File: src/rtl/clock_group_pkg.sv
// rtl/clock_group_pkg.sv - shared state enum and output encodings for the clock group reset sequencer
package clock_group_pkg;

    typedef enum logic [2:0] {
        ST_RUN      = 3'd0,
        ST_QUIESCE  = 3'd1,
        ST_GATE_OFF = 3'd2,
        ST_HOLD     = 3'd3,
        ST_RELEASE  = 3'd4
    } seq_state_t;

    // Output encoding: {quiesce_req, member_clock_en, member_reset}
    localparam logic [2:0] OUT_RUN      = 3'b010;
    localparam logic [2:0] OUT_QUIESCE  = 3'b110;
    localparam logic [2:0] OUT_GATE_OFF = 3'b001;
    localparam logic [2:0] OUT_HOLD     = 3'b011;
    localparam logic [2:0] OUT_RELEASE  = 3'b000;

    function automatic logic [2:0] state_outputs(input seq_state_t s);
        case (s)
            ST_RUN:      return OUT_RUN;
            ST_QUIESCE:  return OUT_QUIESCE;
            ST_GATE_OFF: return OUT_GATE_OFF;
            ST_HOLD:     return OUT_HOLD;
            ST_RELEASE:  return OUT_RELEASE;
            default:     return OUT_HOLD;
        endcase
    endfunction

endpackage

File: src/rtl/seq_cycle_counter.sv
// rtl/seq_cycle_counter.sv - clearable saturating phase counter with terminal compare
module seq_cycle_counter #(
    parameter int CNT_W = 8
) (
    input  logic             clock,
    input  logic             reset,
    input  logic             clear,
    input  logic             enable,
    input  logic [CNT_W-1:0] terminal,
    output logic [CNT_W-1:0] count,
    output logic             at_terminal
);

    localparam logic [CNT_W-1:0] CNT_MAX = '1;

    // Count up while enabled, holding at the top value instead of wrapping
    always_ff @(posedge clock) begin
        if (reset || clear) begin
            count <= '0;
        end else if (enable && (count != CNT_MAX)) begin
            count <= count + 1'b1;
        end
    end

    assign at_terminal = (count == terminal);

endmodule

File: src/rtl/clock_group_reset_sequencer.sv
// rtl/clock_group_reset_sequencer.sv - quiesce, gate, reset and release sequencing for a member clock domain
module clock_group_reset_sequencer
    import clock_group_pkg::*;
#(
    parameter int HOLD_CYCLES     = 16,
    parameter int SETTLE_CYCLES   = 4,
    parameter int QUIESCE_TIMEOUT = 255,
    parameter int CNT_W           = 8
) (
    input  logic clock,
    input  logic reset,
    input  logic sw_reset_req,
    input  logic quiesce_ack,
    output logic quiesce_req,
    output logic member_clock_en,
    output logic member_reset,
    output logic busy,
    output logic done,
    output logic timeout
);

    // A phase of N cycles ends on the cycle the counter shows N-1
    localparam logic [CNT_W-1:0] TERM_HOLD    = CNT_W'(HOLD_CYCLES - 1);
    localparam logic [CNT_W-1:0] TERM_SETTLE  = CNT_W'(SETTLE_CYCLES - 1);
    localparam logic [CNT_W-1:0] TERM_QUIESCE = CNT_W'(QUIESCE_TIMEOUT - 1);

    seq_state_t       state;
    seq_state_t       next_state;
    logic             pending;
    logic             timeout_hit;
    logic             state_change;
    logic [CNT_W-1:0] terminal;
    logic [CNT_W-1:0] count;
    logic             at_terminal;

    assign state_change = (next_state != state);

    seq_cycle_counter #(
        .CNT_W (CNT_W)
    ) u_counter (
        .clock       (clock),
        .reset       (reset),
        .clear       (state_change),
        .enable      (state != ST_RUN),
        .terminal    (terminal),
        .count       (count),
        .at_terminal (at_terminal)
    );

    // Next-state selection; ack takes priority over quiesce expiry
    always_comb begin
        next_state  = state;
        terminal    = '0;
        timeout_hit = 1'b0;
        case (state)
            ST_RUN: begin
                if (sw_reset_req || pending) begin
                    next_state = ST_QUIESCE;
                end
            end
            ST_QUIESCE: begin
                terminal = TERM_QUIESCE;
                if (quiesce_ack) begin
                    next_state = ST_GATE_OFF;
                end else if (at_terminal) begin
                    next_state  = ST_GATE_OFF;
                    timeout_hit = 1'b1;
                end
            end
            ST_GATE_OFF: begin
                terminal = TERM_SETTLE;
                if (at_terminal) begin
                    next_state = ST_HOLD;
                end
            end
            ST_HOLD: begin
                terminal = TERM_HOLD;
                if (at_terminal) begin
                    next_state = ST_RELEASE;
                end
            end
            ST_RELEASE: begin
                terminal = TERM_SETTLE;
                if (at_terminal) begin
                    next_state = ST_RUN;
                end
            end
            default: begin
                next_state = ST_HOLD;
            end
        endcase
    end

    // State register and registered outputs decoded from the state being entered
    always_ff @(posedge clock) begin
        if (reset) begin
            state                                        <= ST_HOLD;
            {quiesce_req, member_clock_en, member_reset} <= OUT_HOLD;
            busy                                         <= 1'b1;
            done                                         <= 1'b0;
            timeout                                      <= 1'b0;
        end else begin
            state                                        <= next_state;
            {quiesce_req, member_clock_en, member_reset} <= state_outputs(next_state);
            busy                                         <= (next_state != ST_RUN);
            done                                         <= (state == ST_RELEASE) && (next_state == ST_RUN);
            timeout                                      <= timeout_hit;
        end
    end

    // One deferred request is remembered while busy; RUN consumes it
    always_ff @(posedge clock) begin
        if (reset) begin
            pending <= 1'b0;
        end else if (state == ST_RUN) begin
            pending <= 1'b0;
        end else if (sw_reset_req) begin
            pending <= 1'b1;
        end
    end

endmodule

File: config.mk
export PLATFORM = sky130hd
export DESIGN_NAME = clock_group_reset_sequencer
export DESIGN_NICKNAME = d
export VERILOG_FILES = /design/src/rtl/clock_group_pkg.sv /design/src/rtl/seq_cycle_counter.sv /design/src/rtl/clock_group_reset_sequencer.sv
export SDC_FILE = /design/constraint.sdc
export NUM_CORES = 1
export LEC_CHECK = 0
export ABC_AREA = 1
export BUFFER_PORTS_ARGS = -buffer_cell sky130_fd_sc_hd__buf_2
export CORE_MARGIN = 2
export CORE_UTILIZATION = 39
export CTS_CLUSTER_SIZE = 30
export DETAILED_ROUTE_END_ITERATION = 8
export REMOVE_ABC_BUFFERS = 1
export SETUP_SLACK_MARGIN = 0.15
export SLEW_MARGIN = 20
export SYNTH_ARGS = -nofsm -noshare
export SYNTH_HDL_FRONTEND = slang
export SYNTH_SLANG_ARGS = --single-unit
File: constraint.sdc
create_clock -name clock -period 1.8 [get_ports clock]
set_clock_uncertainty 0.2 [all_clocks]
set_input_delay 0.18 -clock clock [delete_from_list [all_inputs] [get_ports clock]]
set_output_delay 0.18 -clock clock [all_outputs]
set_load 0.05 [all_outputs]
---- After elaboration in Yosys (flattened, before gate mapping) ----
Index checks and enable logic that the tools add are counted.
word-level totals
  register bits ........................... 18
  input bits .............................. 4
  word-level logic and storage cells ...... 42
operators by class
  $add $sub $neg .......................... 1
  eq/ne operators ......................... 10
  muxes and demuxes ....................... 10
  bitwise operators ....................... 1
  reduce and logical (&&, ||, !) cells .... 11
operators by type and width
  cell                   number
  $pmux W8 S3            1
  $mux W3                6
  $pmux W3 S5            1
  $pmux W3 S4            1
  $eq A3 B2 Y1 const B   3
  $add A8 B1 Y8 const B  1
  $eq A8 B8 Y1           1
  $ne A8 B8 Y1 const B   1
  $eq A3 B1 Y1 const B   2
  $eq A3 B3 Y1 const B   2
  $logic_not A3 Y1       2
  $reduce_bool A3 Y1     2
  $reduce_or A2 Y1       2
  $ne A3 B3 Y1           1
  $reduce_or A3 Y1       1
  $logic_and A1 B1 Y1    2
  $logic_or A1 B1 Y1     2
  $mux W1                1
  $not A1 Y1             1

---- Logic depth before layout (Yosys ltp) ----
Gate-level depths: netlist of run 1.
  depth after elaboration ................. 9
  depth in mapped cells ................... 14
  depth with buffers taken out ............ 14

---- Modules after synthesis ----
A second synthesis of run 1 with hierarchy kept.
second synthesis, totals
  cell total of the unflattened synthesis .. 150
  area, all modules ....................... 999.7 um^2
by module, submodules not included
  module                       times used  cells an instance  area an instance (um^2)  seq. area each (um^2)
  seq_cycle_counter            1           81                 536.8                    160.2
  clock_group_reset_sequencer  1           69                 462.9                    200.2

---- Worst setup path before layout of run 1 ----
OpenSTA, ideal clock, no wires.
  path type ............................... reg-to-reg
  start ................................... register state[0]
  end ..................................... register u_counter.count[3]
  setup time .............................. 120 ps
  data arrival time ....................... 1452 ps
  data required time ...................... 1480 ps
  slack ................................... 28 ps
  cell stages (with the launch flop) ...... 14
  buffers on the path ..................... 0
  period minus slack after synthesis ...... 1772 ps
  path through ............................ dfxtp_1 > inv_2 > nor2_2 > nand2_1 > nand2_1 > nand3_2 > nor2_4 > nand2_4 > nand2_1 > nand2_1 > nand2_2 > nand2_2 > nand2_2 > nor3_2
between the ends
  longest elaborated chain between the ends .. 9
  elaborated cells between the ends (all ways) .. 19
  classes of those cells .................. eq/ne: 6; mux: 8; reduce/logical: 5
RTL lines
  what                                                 RTL line                            text
  start: declaration                                   clock_group_reset_sequencer.sv:27   seq_state_t state;
  start signal: assignment                             clock_group_reset_sequencer.sv:103  state <= next_state;
  $eq A3 B3 Y1 / $eq A3 B2 Y1 (equally long branches)  clock_group_reset_sequencer.sv:55   case (state)
  $reduce_or A2 Y1 (no source line)                    -
  $pmux W8 S3                                          clock_group_reset_sequencer.sv:55
  $eq A8 B8 Y1                                         seq_cycle_counter.sv:25             assign at_terminal = (count == terminal);
  $mux W3                                              clock_group_reset_sequencer.sv:65   end else if (at_terminal) begin
  $mux W3                                              clock_group_reset_sequencer.sv:63   if (quiesce_ack) begin
  $pmux W3 S5                                          clock_group_reset_sequencer.sv:55
  $ne A3 B3 Y1                                         clock_group_reset_sequencer.sv:36   assign state_change = (next_state != state);
  $logic_or A1 B1 Y1                                   seq_cycle_counter.sv:18             if (reset || clear) begin
  end signal: assignment                               seq_cycle_counter.sv:21             count <= count + 1'b1;
  end: declaration                                     seq_cycle_counter.sv:10             output logic [CNT_W-1:0] count,
Several ways; a longest one is shown, not always the timed one.
A chain may end at the register's enable or synchronous reset.

---- Worst setup path in the final report of run 1 ----
Ends and elaborated chain as after synthesis.

==> flow_summary.toml, run 1 <==
[timing]
setup_violations = 15
layout_setup_ws_ns = -0.122
finalMaxSlewViolations = 0
achievable-frequency_mhz = 520
fin_crit_ns = 1.92
final.period_utilization_pct = 107
hold_violations = 0
setup_repair_after_global_routing_missed_its_margin = "yes"
worst_pin_slew_ns = 0.305
relSlewSlack_pct = 79.6

[placement]
place_inst = 197
place_worst_setup_slack_ns = -0.244
io_buffer_count = 9
dp_hpwl_mm = 1.89
routabilityCongestion = 0.828

[setup_path]
required_ns = 1.84
worst_setup_path_startpoint = "state[0]"
arrival_ns = 1.96
r2r-end = "u_counter.count[3]"
r2r-start = "state[0]"
startpoint_type = "flip-flop"
worst_r2r_path_depth = 12
path_class = "flip-flop to flip-flop"
reg2reg_slack_ns = -0.12
cp-end-kind = "flip-flop"
cp_max_fo = 8
cp-endpoint = "u_counter.count[3]"

[power]
power.density_nw_per_um2 = 609
p_leak_uw = 0.000721
peakVddDrop_mv = 0.429

[die]
floorplan.die_area_sq_um = 3030
num_rows = 18
boundaryPins = 10
core-area_sq_um = 2480
die_width_microns = 55.0
die-height_microns = 55.0
start_util_pct = 41.0

[yosys]
postSynthAreaPerCell_sq_um = 7.53
mappedNetlistArea_sq_um = 1020
synthesized_instance_count = 135
synth_ff_type = "sky130_fd_sc_hd__dfxtp_1"
yosysSeqAreaShare_pct = 35.5
synth_top_cells_by_area = "sky130_fd_sc_hd__dfxtp_1, sky130_fd_sc_hd__nand2_1, sky130_fd_sc_hd__nor3_2"
post-synth-top-count-cell = "sky130_fd_sc_hd__nand2_1"
synth.lib_cells_used.distinct = 26
synth-edff-count = 0
postSynth.asyncResetShare_pct = 0
synth_seq_cells = 18
yosysWarnings = 0
netlist.top_cell.by_area = "sky130_fd_sc_hd__dfxtp_1"
synth_top_area_share_pct = 35.5
synth_top_cells_by_count = "sky130_fd_sc_hd__nand2_1, sky130_fd_sc_hd__dfxtp_1, sky130_fd_sc_hd__inv_1"

[grt]
grt_pass1_wl_mm = 4.17
pin_count_of_the_biggest_net_entering_global_routing = 11
number_of_antenna_violations_at_the_first_check_in_global_routing = 0
first_global_vias = 996
gr-total-overflow = 0
global_route.usage.total_pct = 19.8

[cts]
clk_pin_slew_worst_paths_ns = 0.11
cts.sinks = 18
htree_num_levels = 1
clk_root_buffer_cell = "sky130_fd_sc_hd__clkbuf_4"
cts-buffers-inserted = 3
tritoncts = "done"
clk_path_buf_depth = 2
worst_skew_pair.late_latency_ns = 0.31

[cells_and_area]
nets = 186
drive_above_1_share_pct = 47.8
register_area_sq_um = 369
finish.cell_count_without_fillers = 210
multi_input_area_sq_um = 702
area.growth.synth_to_final_pct = 49.6
final_util_pct = 61.4
fillCellCount = 210
antenna-diode-count = 0

[outcome]
status = "finished with violations"
failing_checks = "negative setup slack"

[drt]
antenna_left = 0
drt_pre_antenna_iters = 4
via_per_inst = 4.77
num_vias = 1002
detail_route.wl_per_cell_microns = 12.6
initialDrtViolationCount = 20
drcViolationCount = 0
routed_wl_mm = 2.65

[job]
cap_viol_max_count = 0

[worst_hold_path]
hold_path_class = "input pin to flip-flop"
[logic make-up after synthesis]
logic type | count (synthesis) | synth area share, %
buffers and inverters | 21 | 7.76
AOI/OAI and AO/OA | 9 | 5.91
xor gates and xnor gates | 7 | 6.03
adders and majority gates | 1 | 1.23
and+or+nand+nor | 79 | 43.6
DFF | 18 | 35.5
[routing by layer]
metal  global-route usage (%)  up-vias  part of all wire (%)
met2                     34.1       24                    49
met1                     22.4      449                    43
met4                     10.2        0                   3.7
li1                         -      518                     -
met5                        0        -                     0
met3                     4.84       11                   4.1
[final cells by class]
| cell class | instances | share of cell area, % |
|---|---|---|
| clock buffer | 4 | 2.39 |
| inverter | 21 | 5.43 |
| multi-input combinational | 96 | 46.2 |
| sequential | 18 | 24.3 |
| tap | 30 | 2.47 |
| timing repair buffer | 41 | 19.3 |
[flip-flops by register name, indices dropped and copies added (netlist names)]
register,count
u_counter.count,8
member_reset,1
member_clock_en,1
state,3
timeout,1
busy,1
done,1
pending,1
quiesce_req,1
[where the power goes]
| part | internal [uW] | switching, uW |
|---|---|---|
| clock network | 124 | 135 |
| registers | 415 | 15.4 |
| logic | 97.6 | 139 |
[placed cells by master (no fill, tap or decap), types with 2 or more instances in the layout]
cell type / count
sky130_fd_sc_hd__o21ai_0: 4
sky130_fd_sc_hd__inv_1: 15
sky130_fd_sc_hd__inv_2: 4
sky130_fd_sc_hd__nand3_1: 4
sky130_fd_sc_hd__nand2_4: 5
sky130_fd_sc_hd__dlygate4sd3_1: 3
sky130_fd_sc_hd__nand2_1: 23
sky130_fd_sc_hd__nand2_2: 5
sky130_fd_sc_hd__xnor2_1: 2
sky130_fd_sc_hd__xor2_1: 5
sky130_fd_sc_hd__nor2_1: 13
sky130_fd_sc_hd__buf_4: 29
sky130_fd_sc_hd__buf_2: 9
sky130_fd_sc_hd__nand3_4: 3
sky130_fd_sc_hd__nand4_1: 4
sky130_fd_sc_hd__dfxtp_1: 15
sky130_fd_sc_hd__nor3_2: 7
sky130_fd_sc_hd__a21oi_1: 2
sky130_fd_sc_hd__clkbuf_4: 3
sky130_fd_sc_hd__nor2_4: 4
sky130_fd_sc_hd__or2_4: 2
sky130_fd_sc_hd__nand3_2: 2
sky130_fd_sc_hd__a21oi_4: 2
sky130_fd_sc_hd__dfxtp_4: 2
sky130_fd_sc_hd__nand2_8: 2
[how the worst min path moves through the flow]
stage | startpoint | end | slack [ns] | cells past startpoint
after floorplan | reset | state[2] | 0.05 | 1
after global placement | quiesce_ack | timeout | 0.19 | 2
after detailed placement | quiesce_ack | timeout | 0.19 | 2
after CTS | sw_reset_req | quiesce_req | 0.20 | 5
after global routing | sw_reset_req | quiesce_req | 0.28 | 5
final | sw_reset_req | quiesce_req | 0.23 | 5
[critical path, stage by stage (launching register included)]
cell,delay (ns)
sky130_fd_sc_hd__dfxtp_4,0.44
sky130_fd_sc_hd__inv_4,0.05
sky130_fd_sc_hd__nor2_4,0.11
sky130_fd_sc_hd__nand2_1,0.06
sky130_fd_sc_hd__nand2_1,0.07
sky130_fd_sc_hd__nand3_2,0.08
sky130_fd_sc_hd__nor2_4,0.14
sky130_fd_sc_hd__nand2_4,0.11
sky130_fd_sc_hd__a21oi_4,0.16
sky130_fd_sc_hd__nand2_4,0.09
sky130_fd_sc_hd__nand2_4,0.10
sky130_fd_sc_hd__nand2_8,0.08
sky130_fd_sc_hd__nor3_2,0.15
[repair_timing]
| action | CTS | global route |
|---|---|---|
| pin swaps | 10 | 8 |
| gates resized for setup | 17 | 17 |
| buffers inserted | 4 | 2 |
| hold buffers | 3 | 0 |
| hold endpoints to repair | 4 | 0 |
| gates cloned | 0 | 0 |
| setup endpoints to repair | 17 | 16 |
[per-stage QoR]
| step | total power [uW] | area [sq um] | hold slack, ns | TNS (ns) |
|---|---|---|---|---|
| finish | 925 | 1520 | 0.231 | -1.24 |
| CTS | 895 | 1420 | 0.202 | -0.818 |
| global placement | 619 | 1270 | 0.193 | -2.38 |
| detailed placement | 624 | 1270 | 0.195 | -2.81 |
| global route | 978 | 1520 | 0.284 | -2.62 |
| floorplan | 566 | 1020 | 0.0491 | 0 |
No activity file was read; power rests on OpenSTA's default activity.
==> inputs of run 2 (changes only) <==
--- a/config.mk
+++ b/config.mk
@@ -5,7 +5,6 @@
 export SDC_FILE = /design/constraint.sdc
 export NUM_CORES = 1
 export LEC_CHECK = 0
-export ABC_AREA = 1
 export BUFFER_PORTS_ARGS = -buffer_cell sky130_fd_sc_hd__buf_2
 export CORE_MARGIN = 2
 export CORE_UTILIZATION = 39
==> run 2 against run 1 <==
Against the previous run: power decreased by 19%; clock-buffer cell count unchanged; die area increased by 0.45%; largest power group unchanged; via count increased by 1.9%; the flow still finishes with violations (negative setup slack); register-to-register slack got worse by 0.55 ns; design area decreased by 5.3%; first-iteration DRC count decreased by 35%; clock power about the same; area after synthesis increased by 0.49%; sequential share of layout area increased by 0.92 points; critical path depth decreased by 6.
==> flow_summary.toml, run 2 <==
[drt]
routed_wl_mm = 2.68
antenna_left = 0
detail_route.wl_per_cell_microns = 14.3
drcViolationCount = 0
via_per_inst = 5.46
initialDrtViolationCount = 13
num_vias = 1021
drt_pre_antenna_iters = 4

[setup_path]
cp-end-kind = "flip-flop"
timing.critical_path.cells = "or4_4 -> mux2_4 -> a221o_2 -> a2111oi_4 -> buf_6 -> nor3_1"
required_ns = 1.80
slowest_library_cell_on_the_worst_path = "sky130_fd_sc_hd__or4_4"
cp_max_fo = 8
arrival_ns = 2.47
reg2reg_slack_ns = -0.67
path_class = "flip-flop to flip-flop"
startpoint_type = "flip-flop"
critPathMaxStageDelay_ns = 0.53

[cells_and_area]
fillCellCount = 221
multi_input_area_sq_um = 651
reg_top3 = "u_counter.count x8, state x3"
mostFrequentLayoutCells = "sky130_fd_sc_hd__buf_4, sky130_fd_sc_hd__dfxtp_1, sky130_fd_sc_hd__nor3_1"
register_area_sq_um = 363
drive_above_1_share_pct = 41.4
antenna-diode-count = 0
registers.top_by_ff_count = "u_counter.count"
final_common_cell = "sky130_fd_sc_hd__buf_4"
largest_reg_flops = 8
nets = 163
area.growth.synth_to_final_pct = 41.1

[placement]
routabilityCongestion = 0.779
place_worst_setup_slack_ns = -0.726
io_buffer_count = 9
dp_hpwl_mm = 1.90

[outcome]
status = "finished with violations"
failing_checks = "negative setup slack"

[power]
power.density_nw_per_um2 = 520
total_power_uw = 750
p_leak_uw = 0.000622
peakVddDrop_mv = 0.322

[die]
core-area_sq_um = 2480
die_width_microns = 55.2
start_util_pct = 41.2
die-height_microns = 55.2
boundaryPins = 10
floorplan.die_area_sq_um = 3040
num_rows = 18

[cts]
cts-buffers-inserted = 3
clk_path_buf_depth = 2
clk_pin_slew_worst_paths_ns = 0.10
htree_num_levels = 1
worst_skew_pair.late_latency_ns = 0.30
tritoncts = "done"
clk_root_buffer_cell = "sky130_fd_sc_hd__clkbuf_4"
postCtsSetupBuffers = 0
cts.sinks = 18

[timing]
setup_repair_after_global_routing_missed_its_margin = "yes"
relSlewSlack_pct = 72.5
hold_violations = 0
finalMaxSlewViolations = 0
worst_pin_slew_ns = 0.411
hold_slack_ns = 0.0320
final.period_utilization_pct = 137
achievable-frequency_mhz = 404
fin_crit_ns = 2.47
setup_violations = 17
layout_setup_ws_ns = -0.673
setup-tns-final_ns = -10.27

[yosys]
postSynth.asyncResetShare_pct = 0
yosysWarnings = 0
synth_ff_type = "sky130_fd_sc_hd__dfxtp_1"
synthesized_instance_count = 115
netlist.top_cell.by_area = "sky130_fd_sc_hd__dfxtp_1"
synth-edff-count = 0
mappedNetlistArea_sq_um = 1020
synth_top_area_share_pct = 35.3
synth_seq_cells = 18
post-synth-top-count-cell = "sky130_fd_sc_hd__dfxtp_1"
synth.lib_cells_used.distinct = 42
yosysSeqAreaShare_pct = 35.3
postSynthAreaPerCell_sq_um = 8.88
synth_top_cells_by_count = "sky130_fd_sc_hd__dfxtp_1, sky130_fd_sc_hd__nor3_1, sky130_fd_sc_hd__nand3_1, sky130_fd_sc_hd__nor2_1"
synth_top_cells_by_area = "sky130_fd_sc_hd__dfxtp_1, sky130_fd_sc_hd__nor3_1, sky130_fd_sc_hd__nand3_1"

[grt]
first_global_vias = 1016
grt_pass1_wl_mm = 4.42
gr-total-overflow = 0
number_of_antenna_violations_at_the_first_check_in_global_routing = 0
global_route.usage.total_pct = 20.7
pin_count_of_the_biggest_net_entering_global_routing = 13

[worst_hold_path]
hold_path_class = "input pin to flip-flop"

[job]
cap_viol_max_count = 0
run 2: changes by cell type after synthesis, sizes merged, moves of 3 or more:
cell and change:
a21oi -4, buf +4, inv -14, nand2 -29, nand4 -3, nor2 -8, nor3 +5, o221ai +3
run 2: routing by layer:
metal / wire length [microns] / up-vias / track usage [%]
met5: 0 / - / 0
li1: - / 513 / -
met3: 81 / 9 / 2.96
met4: 82 / 0 / 9.35
met2: 1380 / 16 / 38.1
met1: 1140 / 483 / 23.3
run 2: cells by family after synthesis:
kind of cell               count (synthesis)  share of synthesized area [%]
and+or+nand+nor                           49                           24.9
AOI/OAI and AO/OA                         26                           22.5
DFF                                       18                           35.3
buffers and inverters                     12                           7.96
xor gates and xnor gates                   7                           6.01
muxes                                      2                           2.08
adders and majority gates                  1                           1.23
run 2: final cells by class:
| type | count | share of cell area (%) |
|---|---|---|
| multi-input combinational | 85 | 45.2 |
| tap | 30 | 2.61 |
| sequential | 18 | 25.2 |
| clock buffer | 4 | 2.52 |
| timing repair buffer | 44 | 22.9 |
| inverter | 6 | 1.56 |
run 2: report_power, final:
part / switching, uW / internal (uW) / leakage, uW
logic: 36.1 / 42.0 / 0.000453
clock network: 135 / 123 / 0.0000210
registers: 6.70 / 406 / 0.000147
total: 178 / 571 / 0.000622
run 2: final timing paths:
check / end / cells past startpoint / from
worst min-delay path: member_clock_en / 3 / reset
worst min register to register: pending / 1 / pending
worst max-delay path: u_counter.count[7] / 6 / u_counter.count[7]
worst max register to register: u_counter.count[7] / 6 / u_counter.count[7]
run 2: repair_timing:
action,CTS,global route
endpoints found under the setup margin,17,17
hold buffers,3,0
pin swaps,5,0
resized for setup,17,1
hold endpoints to repair,3,0
run 2: critical path: cells and delay by family (launching register included):
family                 cells  cell delay [ns]
AO/OA/AOI/OAI              2             0.78
buffers and inverters      1             0.19
flip-flops                 1             0.33
multiplexers               1             0.29
AND/OR/NAND/NOR            2             0.59
run 2: through the flow:
| step | util (%) | instances | cell area (sq um) |
|---|---|---|---|
| global route | 58.1 | 187 | 1440 |
| floorplan | - | 109 | 962 |
| CTS | 58.1 | 187 | 1440 |
| finish | 58.1 | 187 | 1440 |
| global placement | 51.9 | 180 | 1280 |
| detailed placement | 51.9 | 180 | 1280 |
